### config.mk
export PLATFORM = sky130hd
export DESIGN_NAME = serial_receiver
export DESIGN_NICKNAME = d
export VERILOG_FILES = /design/src/rtl/serial_receiver.sv
export SDC_FILE = /design/constraint.sdc
export NUM_CORES = 1
export LEC_CHECK = 0
export ABC_AREA = 1
export CORE_ASPECT_RATIO = 0.6
export CORE_MARGIN = 4
export CORE_UTILIZATION = 55
export CTS_CLUSTER_DIAMETER = 40
export DETAILED_ROUTE_END_ITERATION = 16
export PLACE_DENSITY = 0.85
export SLEW_MARGIN = 20
export SYNTH_ARGS = -nofsm -noshare
export SYNTH_HDL_FRONTEND = slang
export SYNTH_SLANG_ARGS = --single-unit
### constraint.sdc
create_clock -name clk -period 4.5 [get_ports clk]
set_clock_uncertainty 0.05 [all_clocks]
set_input_delay 0.675 -clock clk [delete_from_list [all_inputs] [get_ports clk]]
set_output_delay 0.675 -clock clk [all_outputs]
set_load 0.02 [all_outputs]
### src/rtl/serial_receiver.sv
// 8N1 serial receiver with mid-bit sampling, a small receive FIFO and sticky
// overflow / framing-error flags that software clears explicitly.
module serial_receiver #(
  parameter int CLKS_PER_BIT = 868,
  parameter int FIFO_DEPTH   = 4
) (
  input  logic       clk,
  input  logic       rst,
  input  logic       rx,
  input  logic       rd_en,
  output logic [7:0] rd_data,
  output logic       rd_valid,
  input  logic       clear_errors,
  output logic       overflow,
  output logic       frame_error
);

  localparam int CNT_W = $clog2(CLKS_PER_BIT);
  localparam int AW    = $clog2(FIFO_DEPTH);
  localparam logic [CNT_W-1:0] HALF_LOAD = CNT_W'(CLKS_PER_BIT / 2 - 1);
  localparam logic [CNT_W-1:0] FULL_LOAD = CNT_W'(CLKS_PER_BIT - 1);
  localparam logic [AW:0]      FULL_CNT  = (AW + 1)'(FIFO_DEPTH);

  typedef enum logic [2:0] {IDLE, START, DATA, STOP, WAIT_HIGH} state_t;

  state_t             state, state_next;
  logic               rx_meta, rxs;
  logic [CNT_W-1:0]   cnt;
  logic [2:0]         bit_idx;
  logic [7:0]         shift;
  logic               push_req;
  logic               cnt_done;

  logic load_half, load_full, shift_en, push_set, ferr_set;

  logic [7:0]  mem [FIFO_DEPTH];
  logic [AW-1:0] wr_ptr, rd_ptr;
  logic [AW:0]   count;
  logic          pop, full, push_ok, ovf_evt;

  // Synchronizer idles high so reset never looks like a start bit.
  // NOTE: sequential state uses non-blocking assignments so every flop samples
  // pre-edge values, independent of block ordering.
  always_ff @(posedge clk) begin
    if (rst) begin
      rx_meta <= 1'b1;
      rxs     <= 1'b1;
    end else begin
      rx_meta <= rx;
      rxs     <= rx_meta;
    end
  end

  assign cnt_done = (cnt == '0);

  always_ff @(posedge clk) begin
    if (rst) state <= IDLE;
    else     state <= state_next;
  end

  // NOTE: every combinational output gets a default first so no path leaves
  // it unassigned and infers a latch.
  always_comb begin
    state_next = state;
    case (state)
      IDLE:      if (!rxs) state_next = START;
      START:     if (cnt_done) state_next = rxs ? IDLE : DATA;
      DATA:      if (cnt_done && bit_idx == 3'd7) state_next = STOP;
      STOP:      if (cnt_done) state_next = rxs ? IDLE : WAIT_HIGH;
      WAIT_HIGH: if (rxs) state_next = IDLE;
      default:   state_next = IDLE;
    endcase
  end

  always_comb begin
    load_half = 1'b0;
    load_full = 1'b0;
    shift_en  = 1'b0;
    push_set  = 1'b0;
    ferr_set  = 1'b0;
    case (state)
      IDLE:  load_half = !rxs;
      START: load_full = cnt_done && !rxs;
      DATA: begin
        shift_en  = cnt_done;
        load_full = cnt_done;
      end
      STOP: begin
        push_set = cnt_done && rxs;
        ferr_set = cnt_done && !rxs;
      end
      default: ;
    endcase
  end

  always_ff @(posedge clk) begin
    if (rst) begin
      cnt      <= '0;
      bit_idx  <= '0;
      shift    <= '0;
      push_req <= 1'b0;
    end else begin
      push_req <= push_set;
      if (load_half) begin
        cnt     <= HALF_LOAD;
        bit_idx <= '0;
      end else if (load_full) begin
        cnt <= FULL_LOAD;
      end else if (!cnt_done) begin
        cnt <= cnt - 1'b1;
      end
      if (shift_en) begin
        shift   <= {rxs, shift[7:1]};
        bit_idx <= bit_idx + 1'b1;
      end
    end
  end

  // A full FIFO still accepts a push when the head leaves in the same cycle.
  assign rd_valid = (count != '0);
  assign rd_data  = mem[rd_ptr];
  assign full     = (count == FULL_CNT);
  assign pop      = rd_en && rd_valid;
  assign push_ok  = push_req && (!full || pop);
  assign ovf_evt  = push_req && full && !pop;

  // NOTE: storage is small, so it is reset to make an empty FIFO read 8'h00.
  always_ff @(posedge clk) begin
    if (rst) begin
      for (int i = 0; i < FIFO_DEPTH; i++) mem[i] <= '0;
      wr_ptr <= '0;
      rd_ptr <= '0;
      count  <= '0;
    end else begin
      if (push_ok) begin
        mem[wr_ptr] <= shift;
        wr_ptr      <= wr_ptr + 1'b1;
      end
      if (pop) rd_ptr <= rd_ptr + 1'b1;
      case ({push_ok, pop})
        2'b10:   count <= count + 1'b1;
        2'b01:   count <= count - 1'b1;
        default: count <= count;
      endcase
    end
  end

  // A new error event in the clearing cycle wins over clear_errors.
  always_ff @(posedge clk) begin
    if (rst) begin
      overflow    <= 1'b0;
      frame_error <= 1'b0;
    end else begin
      overflow    <= (overflow && !clear_errors) || ovf_evt;
      frame_error <= (frame_error && !clear_errors) || ferr_set;
    end
  end

endmodule

## Yosys cells after proc, flatten, opt, wreduce, memory -nomap -nowiden

Memories as Yosys holds them, arrays and structs flattened. A register that Yosys moved wholly into a read port is not among the register bits.
Index checks and enable logic that the tools add are counted.

| word-level totals | value |
|---|---|
| bits in latches | 0 |
| bits in writable memories | 32 |
| register bits | 36 |
| output and inout bits | 11 |
| memories kept | 1 |
| word-level logic and storage cells | 91 |
| bits in read-only memories | 0 |
| input port bits | 5 |

| operators by class | value |
|---|---|
| add/sub/neg operators | 6 |
| equality and inequality tests | 15 |
| $mul | 0 |
| bitwise gates (word level) | 1 |
| reductions and logical operators | 26 |
| shift-type cells | 0 |
| mux-type cells | 28 |
| magnitude comparators | 0 |
| div/mod/pow operators | 0 |

Memory list:

| name | words | width | rd ports | clocked after memory_dff | write ports | line | source |
|---|---|---|---|---|---|---|---|
| mem | 4 | 8 | 1 | 1 | 4 | 36 | `logic [7:0] mem [FIFO_DEPTH];` |

Operators with widths:

| operator | count |
|---|---|
| $mux 3 | 8 |
| $mux 10 | 2 |
| $pmux 3 s5 | 1 |
| $logic_not 10->1 | 1 |
| $ne 2x2->1 const B | 5 |
| $sub 10x1->10 const B | 1 |
| $eq 3x3->1 const B | 3 |
| $logic_and 1x1->1 | 9 |
| $mux 1 | 9 |
| $mux 9 | 1 |
| $mux 2 | 4 |
| $mux 8 | 1 |
| $reduce_or 8->1 | 1 |
| $add 3x1->3 const B | 2 |
| $eq 3x2->1 const B | 2 |
| $pmux 3 s2 | 1 |
| $reduce_and 5->1 | 1 |
| $add 2x1->2 const B | 2 |
| $logic_not 1->1 | 4 |
| $reduce_bool 2->1 | 2 |
| $reduce_or 2->1 | 2 |
| $eq 3x1->1 const B | 1 |
| $logic_not 3->1 | 1 |
| $logic_or 1x1->1 | 3 |
| 9 further kinds | 9 |

## Depth between registers and ports, before layout

| logic depth | value |
|---|---|
| depth after elaboration | 9 |
| depth in mapped cells | 11 |
| mapped depth without buffers | 11 |

## Worst setup path after synthesis

Ideal clock, no wire load.

| path | value |
|---|---|
| kind | input -> register |
| start point | input rd_en |
| end point | register count[2] |
| stages | 11 |
| setup time | 0.122 ns |
| arrival | 2.010 ns |
| buffers on the path | 0 |
| data required time | 4.328 ns |
| slack | 2.318 ns |
| cells stage by stage | inv_1 > nand3_1 > and2_2 > inv_1 > ha_1 > inv_1 > fa_1 > a21oi_1 > o21ai_0 > o21ai_0 > a21oi_1 |

| on the way | value |
|---|---|
| word-level cells in the longest chain between the ends | 5 |
| elaborated cells between the ends (all ways) | 7 |
| those cells by class | eq/ne: 2; mux: 1; reduce/logical: 4 |

RTL lines:

| element | line | source |
|---|---|---|
| from (decl) | 10 | `input logic rd_en,` |
| $logic_and 1x1->1 * | 123 | `assign pop = rd_en && rd_valid;` |
| $logic_or 1x1->1 | 124 | `assign push_ok = push_req && (!full \|\| pop);` |
| $logic_and 1x1->1 | 124 |  |
| $eq 2x1->1 / $eq 2x2->1 (equally long branches) | 140 | `case ({push_ok, pop})` |
| $pmux 3 s2 / $reduce_bool 2->1 (equally long branches) | n/a |  |
| to (signal assigned) | 141 | `2'b10: count <= count + 1'b1;` |
| to (signal assigned) | 142 | `2'b01: count <= count - 1'b1;` |
| to (signal assigned) | 143 | `default: count <= count;` |
| to (decl) | 38 | `logic [AW:0] count;` |

Every way passes the cells marked *; elsewhere a longest branch is shown, timed or not.
A chain may end at the register's enable or synchronous reset.

==> run metrics <==
Max Slew Vio Count 0; drt first pass iters 5; CTS tree yes; via-per-instance ratio 5.58; VDD IR max 398 uV; ant diodes 0; clk buf depth 2; Area after DPL 3430 um2; die area 7160 um2; Worst Path Arrival 2.27 ns; area leader, netlist edfxtp_1; Power Total 2.06 mW; global-route wire length before repair 11.8 mm; main flop type after synthesis dfxtp_1; CTS Sinks 70; final setup vio count 0; H-tree Lvls 3; clock-pin slew on the worst setup and hold paths 0.07 ns; slowest cell on the critical path dfxtp_1; post-synthesis sequential area ratio 0.536; final worst slack 1.51 ns; most common cell after layout, fill and taps aside nor2_1; Hold WC Path Type reg2reg; synth top area cells edfxtp_1 (30%), dfxtp_1 (24%), nor2_1 (7.7%), nand2_1 (5.3%), inv_1 (4.9%); Yosys reg bits 70; WL per Instance 15.2 um; post-synth top area share 0.299; core footprint 5620 um2; Worst-Margin Slew 0.735 ns; share of cells above drive strength 1 0.119; commonest cells after routing, fill and taps aside nor2_1 (66), nand2_1 (45), inv_1 (42); Finished Layout Cells 467; CTS root buffer clkbuf_8; vias in the first global route 2,425; postcts setup bufs 0; antenna violations before repair 0; run status finished, final reports clean; Num CTS Buffers 9; Synth Instances 362; DIE HEIGHT 67.2 um; endpoints failing hold 0; CP max stage delay 0.63 ns; CP Capture Type primary output; post-synthesis cell type count 35; largest net degree at the start of global routing 23; Met2 Wirelength 2.99 mm; cts hold-fix bufs 0; Synth Area in Compound Gates 0.138; Post-synth EDFFs 32; NumNets Final 393; post-layout util 0.653; Adder-Cell Fraction of Synth Area 0.0257; max-cap violations 0; Setup WS pre-CTS 1.45 ns; Placed Cells 451; Top Metal Used met4; met3 wire length 845 um; met1 wire length 3.17 mm; Setup Crit Path Kind reg2out; post-CTS sizing 0; P_leak 1.41 nW; Clock Latency Late Sink 0.34 ns; GRT Total Usage 0.218; minimum clock period 2.99 ns; total number of yosys warnings 0; PD cells 560 nW/um2; Initial Util 0.571; 1st-iter DRT viols 338; post-synthesis mux area share 0; Rows 21; hold depth 1; CP Launch Type flop; total congestion overflow 0; Mapped Nets 373; worst reg2reg path depth 11; fraction of registers with async set/reset 0; I/O pins 16; WL final 7.10 mm; setup TNS 0 ns; Slew HR 0.507; Simple-Gate Fraction of Synth Area 0.228; post-route ant nets 0; Final Cell Area 3670 um2; synthesized cell area 3210 um2; largest family of logic cells by synthesized area simple AND/OR/NAND/NOR gates; Hold WS 0.371 ns; Req. time, crit path 3.77 ns; Detailed Place HPWL 5.12 mm; critical-path maximum fanout 17; die width 107 um; worst-path cell chain inv_1, o21ai_0, o22ai_1, clkdlybuf4s50_1; syn avg cell area 8.87 um2; number of port buffers 15; RSZ-0062 raised after global routing false; gp weighted congestion 0.962; xor/xnor cell area share of the yosys netlist 0.00819; synth-to-layout area growth 14.3%; top achievable clock speed 334 MHz; DR DRC count 0; final worst path period share 0.665; Vias 2,606
[where the power goes]
group / switching, mW / leakage, nW / total [mW] / internal [mW]
Clock: 0.232 / 0.118 / 0.594 / 0.362
Combinational: 0.425 / 0.650 / 0.661 / 0.236
Sequential: 0.0701 / 0.640 / 0.800 / 0.730
Total: 0.727 / 1.41 / 2.06 / 1.33
[kinds of logic (layout without fill, tap and decap cells)]
kind of cell	Yosys count	count (layout)
and+or+nand+nor	154	154
DFF	70	70
xor gates and xnor gates	3	3
buffers and inverters	51	76
adders and majority gates	6	6
AOI/OAI and AO/OA	78	78
[final cells by class]
type	instances	area, um2
multi-input cells	241	1280
clock buffers	12	166
clock inverters	4	76.3
repair buffers	16	158
inverters	44	166
fillers	443	1950
well taps	80	100
flip-flops and latches	70	1720
[critical path, delay by kind of cell, from the launching register on]
family	cells	cell delay [ns]
buffers and inverters	2	0.89
flip-flops	1	0.63
AO/OA/AOI/OAI	2	0.39
[cell usage after synthesis (3+ instances only)]
cell type	number
a21oi_1	26
a21oi_2	5
clkbuf_1	4
dfxtp_1	38
edfxtp_1	32
ha_1	5
inv_1	42
nand2_1	45
nand2_2	4
nand3_1	12
nand4_1	6
nor2_1	66
nor2_4	4
nor3_1	5
o21ai_0	30
o21ai_2	4
o22ai_1	8
or2_2	3
xor2_1	3
[layer usage]
metal	GRT usage	vias to the layer above
li1	-	1246
met1	0.300	1198
met2	0.321	145
met3	0.0946	17
met4	0.0510	0
met5	0	-
[flip-flops by register name (all words and copies together) (netlist names), named ones only]
register,flops
mem,32
rd_ptr,2
rxs,1
push_req,1
count,3
bit_idx,3
rx_meta,1
wr_ptr,2
frame_error,1
shift,8
cnt,10
state,3
overflow,1
[path summary, 6_finish.rpt]
| check | to | slack (ns) | startpoint |
|---|---|---|---|
| setup / recovery | rd_data[2] | 1.51 | flop |
| hold / removal | rxs | 0.37 | rx_meta |
| setup reg to reg | count[2] | 2.28 | count[0] |
| hold reg to reg | rxs | 0.37 | rx_meta |
No activity file was read; power rests on OpenSTA's default activity.
